`src/rtl/mem_copy_engine.sv`:
```
// mem_copy_engine: single-master copy engine for a single-port memory.
// Accepts a (src, dst, len) command over valid/ready, then copies len words in
// ascending order with one read cycle followed by one write cycle per word.
// Reports the number of words written and a running modular checksum.
//
// Ports:
//   clk, rst           clock; asynchronous active-high reset
//   cmd_valid_i/ready_o command handshake (ready only in idle)
//   cmd_src_i/dst_i/len_i first source/destination address, word count
//   abort_i            stop the current copy early
//   mem_addr_o/we_o/wdata_o, mem_rdata_i  memory port (rdata combinational)
//   busy_o, done_o, aborted_o, words_copied_o, checksum_o  status
module mem_copy_engine #(
    parameter int unsigned ADDR_W = 16,
    parameter int unsigned DATA_W = 32,
    parameter int unsigned LEN_W  = 16
) (
    input  logic              clk,
    input  logic              rst,
    input  logic              cmd_valid_i,
    output logic              cmd_ready_o,
    input  logic [ADDR_W-1:0] cmd_src_i,
    input  logic [ADDR_W-1:0] cmd_dst_i,
    input  logic [LEN_W-1:0]  cmd_len_i,
    input  logic              abort_i,
    output logic [ADDR_W-1:0] mem_addr_o,
    output logic              mem_we_o,
    output logic [DATA_W-1:0] mem_wdata_o,
    input  logic [DATA_W-1:0] mem_rdata_i,
    output logic              busy_o,
    output logic              done_o,
    output logic              aborted_o,
    output logic [LEN_W-1:0]  words_copied_o,
    output logic [DATA_W-1:0] checksum_o
);

    typedef enum logic [1:0] {StIdle, StRd, StWr, StDone} state_e;

    state_e            state_q, state_d;
    logic [ADDR_W-1:0] src_q, src_d;
    logic [ADDR_W-1:0] dst_q, dst_d;
    logic [LEN_W-1:0]  rem_q, rem_d;
    logic [DATA_W-1:0] hold_q, hold_d;
    logic [LEN_W-1:0]  words_q, words_d;
    logic [DATA_W-1:0] sum_q, sum_d;
    logic              aborted_q, aborted_d;

    always_ff @(posedge clk or posedge rst) begin
        if (rst) begin
            state_q   <= StIdle;
            src_q     <= '0;
            dst_q     <= '0;
            rem_q     <= '0;
            hold_q    <= '0;
            words_q   <= '0;
            sum_q     <= '0;
            aborted_q <= 1'b0;
        end else begin
            state_q   <= state_d;
            src_q     <= src_d;
            dst_q     <= dst_d;
            rem_q     <= rem_d;
            hold_q    <= hold_d;
            words_q   <= words_d;
            sum_q     <= sum_d;
            aborted_q <= aborted_d;
        end
    end

    always_comb begin
        state_d   = state_q;
        src_d     = src_q;
        dst_d     = dst_q;
        rem_d     = rem_q;
        hold_d    = hold_q;
        words_d   = words_q;
        sum_d     = sum_q;
        aborted_d = aborted_q;

        unique case (state_q)
            StIdle: begin
                // cmd_ready is high for the whole idle state, so valid alone fires.
                if (cmd_valid_i) begin
                    src_d     = cmd_src_i;
                    dst_d     = cmd_dst_i;
                    rem_d     = cmd_len_i;
                    words_d   = '0;
                    sum_d     = '0;
                    aborted_d = 1'b0;
                    state_d   = (cmd_len_i == '0) ? StDone : StRd;
                end
            end
            StRd: begin
                if (abort_i) begin
                    // Abort during a read drops this word entirely.
                    aborted_d = 1'b1;
                    state_d   = StDone;
                end else begin
                    hold_d  = mem_rdata_i;
                    src_d   = src_q + ADDR_W'(1);
                    state_d = StWr;
                end
            end
            StWr: begin
                // The write in flight always completes and is counted.
                dst_d   = dst_q + ADDR_W'(1);
                rem_d   = rem_q - LEN_W'(1);
                words_d = words_q + LEN_W'(1);
                sum_d   = sum_q + hold_q;
                if (abort_i) begin
                    aborted_d = 1'b1;
                    state_d   = StDone;
                end else if (rem_q == LEN_W'(1)) begin
                    state_d = StDone;
                end else begin
                    state_d = StRd;
                end
            end
            StDone: begin
                state_d = StIdle;
            end
            default: begin
                state_d = StIdle;
            end
        endcase
    end

    // Outputs depend only on state and registers.
    always_comb begin
        mem_addr_o = '0;
        if (state_q == StRd) begin
            mem_addr_o = src_q;
        end else if (state_q == StWr) begin
            mem_addr_o = dst_q;
        end
    end

    assign mem_we_o       = (state_q == StWr);
    assign mem_wdata_o    = hold_q;
    assign cmd_ready_o    = (state_q == StIdle);
    assign busy_o         = (state_q != StIdle);
    assign done_o         = (state_q == StDone);
    assign aborted_o      = aborted_q;
    assign words_copied_o = words_q;
    assign checksum_o     = sum_q;

endmodule

```
`config.mk`:
```
export PLATFORM = sky130hd
export DESIGN_NAME = mem_copy_engine
export DESIGN_NICKNAME = d
export VERILOG_FILES = /design/src/rtl/mem_copy_engine.sv
export SDC_FILE = /design/constraint.sdc
export NUM_CORES = 1
export LEC_CHECK = 0
export CORE_ASPECT_RATIO = 0.6
export CORE_MARGIN = 2
export CORE_UTILIZATION = 56
export CTS_BUF_LIST = sky130_fd_sc_hd__clkbuf_16
export DETAILED_ROUTE_END_ITERATION = 8
export PLACE_DENSITY = 0.91
export SLEW_MARGIN = 20
export SYNTH_ARGS = -nofsm -noshare
export SYNTH_HDL_FRONTEND = slang
export SYNTH_SLANG_ARGS = --single-unit
export TNS_END_PERCENT = 1
```
`constraint.sdc`:
```
create_clock -name clk -period 12.3 [get_ports clk]
set_clock_uncertainty 0.2 [all_clocks]
set_input_delay 1.23 -clock clk [delete_from_list [all_inputs] [get_ports clk]]
set_output_delay 1.23 -clock clk [all_outputs]
set_load 0.02 [all_outputs]
```
* Word-level counts from Yosys, hierarchy flattened *
Cells that the tools add are included.

word-level totals
  flip-flop bits (word level) = 131
  word-level logic and storage cells = 54
  bits of input ports = 84
  output and inout bits = 101

operators by class
  equality and inequality tests = 7
  bitwise logic cells = 1
  muxes and demuxes = 22
  reduce and logical (&&, ||, !) cells = 11
  add/subtract/negate cells = 5

operators with widths
  kind                                                                    count
  16-bit one-hot mux with 2 select lines                                  4
  16-bit 2-to-1 mux                                                       7
  32-bit one-hot mux with 2 select lines                                  1
  16-bit by 1-bit adder with 16-bit output, second input constant         3
  32-bit adder                                                            1
  32-bit 2-to-1 mux                                                       1
  16-bit by 1-bit equality test with 1-bit output, second input constant  1
  16-bit logical NOT                                                      1
  16-bit by 1-bit subtractor with 16-bit output, second input constant    1
  2-bit 2-to-1 mux                                                        4
  2-bit one-hot mux with 4 select lines                                   1
  2-bit nonzero test                                                      4
  3-bit AND reduction                                                     2
  2-bit equality test, second input constant                              2
  2-bit != test, second input constant                                    2
  2-bit AND reduction                                                     2
  1-bit 2-to-1 mux                                                        3
  2-bit by 1-bit equality test with 1-bit output, second input constant   1
  2-bit logical NOT                                                       1
  2-bit by 1-bit != test with 1-bit output, second input constant         1
  1-bit one-hot mux with 2 select lines                                   1
  2-bit OR reduction                                                      1
  1-bit NOT                                                               1

* Depth between registers and ports, before layout *
  word-level depth = 4
  gate-level depth with buffers = 11
  depth with buffers taken out = 11

* Worst setup path before layout *
No wires, ideal clock.

  path type = flip-flop to output port
  start = reg state_q[0]
  end = out mem_addr_o[10]
  data required time = 10.870 ns
  cell stages (with the launch flop) = 8
  arrival time = 2.102 ns
  path slack = 8.768 ns
  buffers on the path = 3
  path through = dfrtp_1 inv_1 ha_1 buf_2 clkbuf_1 clkbuf_1 nand2_1 o21ai_0

between the ends
  longest elaborated chain between the ends = 3
  elaborated cells on any way between the ends = 4
  classes of those cells = eq/ne (2); mux (2)

RTL lines
  element                 line  text
  start, declared         39    state_e state_q, state_d;
  start signal, assigned  50    state_q <= StIdle;
  start signal, assigned  59    state_q <= state_d;
  2-bit equality test     n/a
  via mem_we_o            27    output logic mem_we_o,
  16-bit 2-to-1 mux       133   end else if (state_q == StWr) begin
  16-bit 2-to-1 mux       131   if (state_q == StRd) begin
  end, declared           26    output logic [ADDR_W-1:0] mem_addr_o,

The timed path passes the listed nets, and every way through them passes these cells.

* Final worst setup path *
  start = reg state_q[0]
  end = out mem_addr_o[12]

between the ends
  longest elaborated chain between the ends = 3
  elaborated cells on any way between the ends = 4
  classes of those cells = eq/ne (2); mux (2)

RTL lines
  element                line
  2-bit equality test    133
  16-bit 2-to-1 mux      133
  16-bit 2-to-1 mux (*)  131

Every way passes the cells marked *; elsewhere a longest branch is shown, timed or not.

==> impl_metrics.env <==
export IMPL_dp_hpwl_um=17500
export IMPL_yosys_top_cells_area="dfrtp_1 40%, ha_1 6.0%, a21oi_1 5.2%"
export IMPL_cts_tree="built"
export IMPL_yosys_warnings=0
export IMPL_power_per_cell_area_nw_per_um2=290
export IMPL_min_path_cells=1
export IMPL_die_y_um=98.2
export IMPL_setup_tns_ps=0
export IMPL_hold_violations=0
export IMPL_cts_setup_buffers=0
export IMPL_max_slew_margin_rel_pct=26.8
export IMPL_p_sw_share_pct=45.6
export IMPL_synth_compound_area_share_pct=22.8
export IMPL_r2r_setup_slack_ps=8350
export IMPL_reg2regPathDepth=9
export IMPL_antenna_found_initial=0
export IMPL_fin_crit_sh_pct=42.8
export IMPL_fmax_mhz=190
export IMPL_peakVddDrop_mv=0.151
export IMPL_ctsHoldBuffers=0
export IMPL_finalWirelength_um=24900
export IMPL_yosys_area_share_adder_pct=6.28
export IMPL_internal_power_mw=1.72
export IMPL_cts_resized=0
export IMPL_rows=34
export IMPL_track_usage_pct=31.6
export IMPL_setup_viol=0
export IMPL_rsz0062_at_grt="no"
export IMPL_grt_ovfl_total=0
export IMPL_start_util_pct=57.3
export IMPL_viasPerCell=6.29
export IMPL_synth_avg_cell_area_um2=8.71
export IMPL_htreeDepth=4
export IMPL_status="finished clean"
export IMPL_grt_pass1_wl_um=40000
export IMPL_synthArstFlopShare_pct=100
export IMPL_wire_per_inst_um=18.8
export IMPL_ys_flop_type="dfrtp_1"
export IMPL_power_mw=3.17
export IMPL_clock_sinks=131
export IMPL_die_area_um2=15800
export IMPL_nets=1242
export IMPL_synth_distinct_cells=62
export IMPL_synth_top_family_by_area="compound AO/OA/AOI/OAI gates"
export IMPL_drtIter0Drc=912
export IMPL_setup_slack_ps=7030
export IMPL_ys_seq_area_share_pct=39.6
export IMPL_io_pins=185
export IMPL_syn_nets=1076
export IMPL_final_cell_mix="184 x clkdlybuf4s50_1, 131 x dfrtp_1, 103 x nand2_1"
export IMPL_switchingPower_mw=1.45
export IMPL_die_w_um=161
export IMPL_seq_power_share_pct=25.9
export IMPL_portBuffers=184
export IMPL_clkPwrFrac_pct=18.0
export IMPL_synth_xor_area_share_pct=3.81
export IMPL_grt_pass1_vias=7828
export IMPL_critPathMaxFanout=57
export IMPL_r2r_end="words_copied_o[6]"
export IMPL_grt_max_degree=76
export IMPL_cap_viol_max_count=0
export IMPL_clk_latency_ps=420
export IMPL_required_ps=10870
export IMPL_min_delay_start="src_q[13]"
export IMPL_placed_cells=1296
export IMPL_hold_path_class="flip-flop to flip-flop"
export IMPL_firstDrtPassIters=6
export IMPL_fp_coreArea_um2=14500
export IMPL_fillers=1035
export IMPL_ys_ff_latch=131
export IMPL_end_kind="primary output"
export IMPL_p_leak_nw=4.56
export IMPL_pwr_share_comb_pct=56.2
export IMPL_worst_pin_slew_ps=1090
export IMPL_drv_slew=0
export IMPL_clk_path_buf_depth=2
export IMPL_cts_buffers=17
export IMPL_fin_crit_ps=5270
export IMPL_ant_nets=0
export IMPL_synthCells=951
export IMPL_num_vias=8355
export IMPL_stdcell_count=1328
export IMPL_synth_simple_area_share_pct=18.0
export IMPL_drc=0
export IMPL_gp_congestion=0.896
export IMPL_min_to="src_q[13]"
export IMPL_yosysTopAreaCell="dfrtp_1"
export IMPL_synth_edf_count=0
export IMPL_diodes=0
export IMPL_crit_type="flip-flop to primary output"
export IMPL_layout_commonest_cell="clkdlybuf4s50_1"
export IMPL_arrival_ps=3840
export IMPL_cts_root_buf="clkbuf_16"
export IMPL_clk_pin_slew_ps=60
export IMPL_syn2layout_area_growth_pct=32.2
export IMPL_drive_gt1_share_pct=7.96
export IMPL_dp_slack_ps=7530
export IMPL_synth_top_area_share_pct=39.6
export IMPL_muxShareOfSynthArea_pct=6.13
export IMPL_crit_path_start_kind="flip-flop"
export IMPL_rr_startpoint="state_q[0]"
export IMPL_synth_area_um2=8280
[cells by family after synthesis]
family	count (synthesis)
compound gates	305
buf+inv	75
flops	131
fa+ha+maj	41
xor+xnor	36
simple gates	316
mux	47
[flip-flops by register name, summed over array words and instances (netlist names)]
name / count
dst_q: 16
aborted_o: 1
checksum_o: 32
mem_wdata_o: 32
rem_q: 16
state_q: 2
words_copied_o: 16
src_q: 16
[how the worst max path moves through the flow]
stage                 from        endpoint  slack [ps]  cells after the start
3_3_place_gp   cmd_valid_i  checksum_o[29]        7650                      6
5_1_grt         state_q[0]  mem_addr_o[12]        6780                      6
3_5_place_dp   cmd_valid_i  checksum_o[28]        7530                      6
2_1_floorplan          rst       aborted_o        7370                      1
4_1_cts         state_q[0]  mem_addr_o[12]        7100                      6
6_report        state_q[0]  mem_addr_o[12]        7030                      6
[critical path: stages, from the launching register on]
cell	delay, ps
dfrtp_1	430
inv_1	110
ha_2	880
inv_1	650
nor2_1	520
a22o_1	210
clkdlybuf4s50_1	600
[layout make-up]
class                           count  area, um^2  area share, %
Multi-Input combinational cell    745        4740           43.3
Inverter                           27         104          0.949
Clock buffer                       17         425           3.89
Sequential cell                   131        3280           29.9
Tap cell                          198         248           2.26
Timing Repair Buffer              195        1920           17.6
Clock inverter                     15         226           2.07
[synthesized netlist by cell type, types with 6 or more instances]
| master | count |
|---|---|
| xnor2_1 | 15 |
| clkbuf_1 | 42 |
| a21oi_1 | 86 |
| nor4_1 | 11 |
| mux2_2 | 30 |
| a21o_1 | 16 |
| o21ai_0 | 84 |
| inv_1 | 27 |
| and2_1 | 6 |
| o211ai_1 | 6 |
| nor3_1 | 14 |
| ha_1 | 40 |
| nor2_1 | 61 |
| nor2b_1 | 7 |
| or3_1 | 8 |
| o21ai_1 | 16 |
| nand2_1 | 104 |
| mux2i_1 | 17 |
| o22ai_1 | 21 |
| nand4_1 | 15 |
| and3_1 | 9 |
| nand3_1 | 62 |
| a22o_1 | 8 |
| a221oi_1 | 9 |
| a31oi_1 | 9 |
| dfrtp_1 | 131 |
| nand2b_1 | 8 |
| xor2_1 | 21 |
[per-stage QoR]
stage                     utilization [%]  instance area [um^2]  hold slack (ps)
after floorplan                         -                  8280              274
after global placement               71.2                 10300              292
after detailed placement             71.2                 10300              312
after CTS                            75.7                 10900              325
after global routing                 75.7                 10900              356
final                                75.7                 10900              325
[power by group through the flow]
stage,Clock (mW),Combinational (mW),Sequential [mW]
2_1_floorplan,0,1.07,0.866
3_3_place_gp,0,1.67,0.804
3_5_place_dp,0,1.73,0.813
4_1_cts,0.569,1.75,0.811
5_1_grt,0.589,1.92,0.843
6_report,0.569,1.78,0.820
[metal layers]
| layer | global-route usage [%] | routed length [um] |
|---|---|---|
| met2 | 45.6 | 10600 |
| met5 | 0 | 0 |
| met3 | 8.07 | 2650 |
| met4 | 9.48 | 414 |
| met1 | 46.8 | 11300 |
Note: power is estimated with default switching activity, not from simulation.
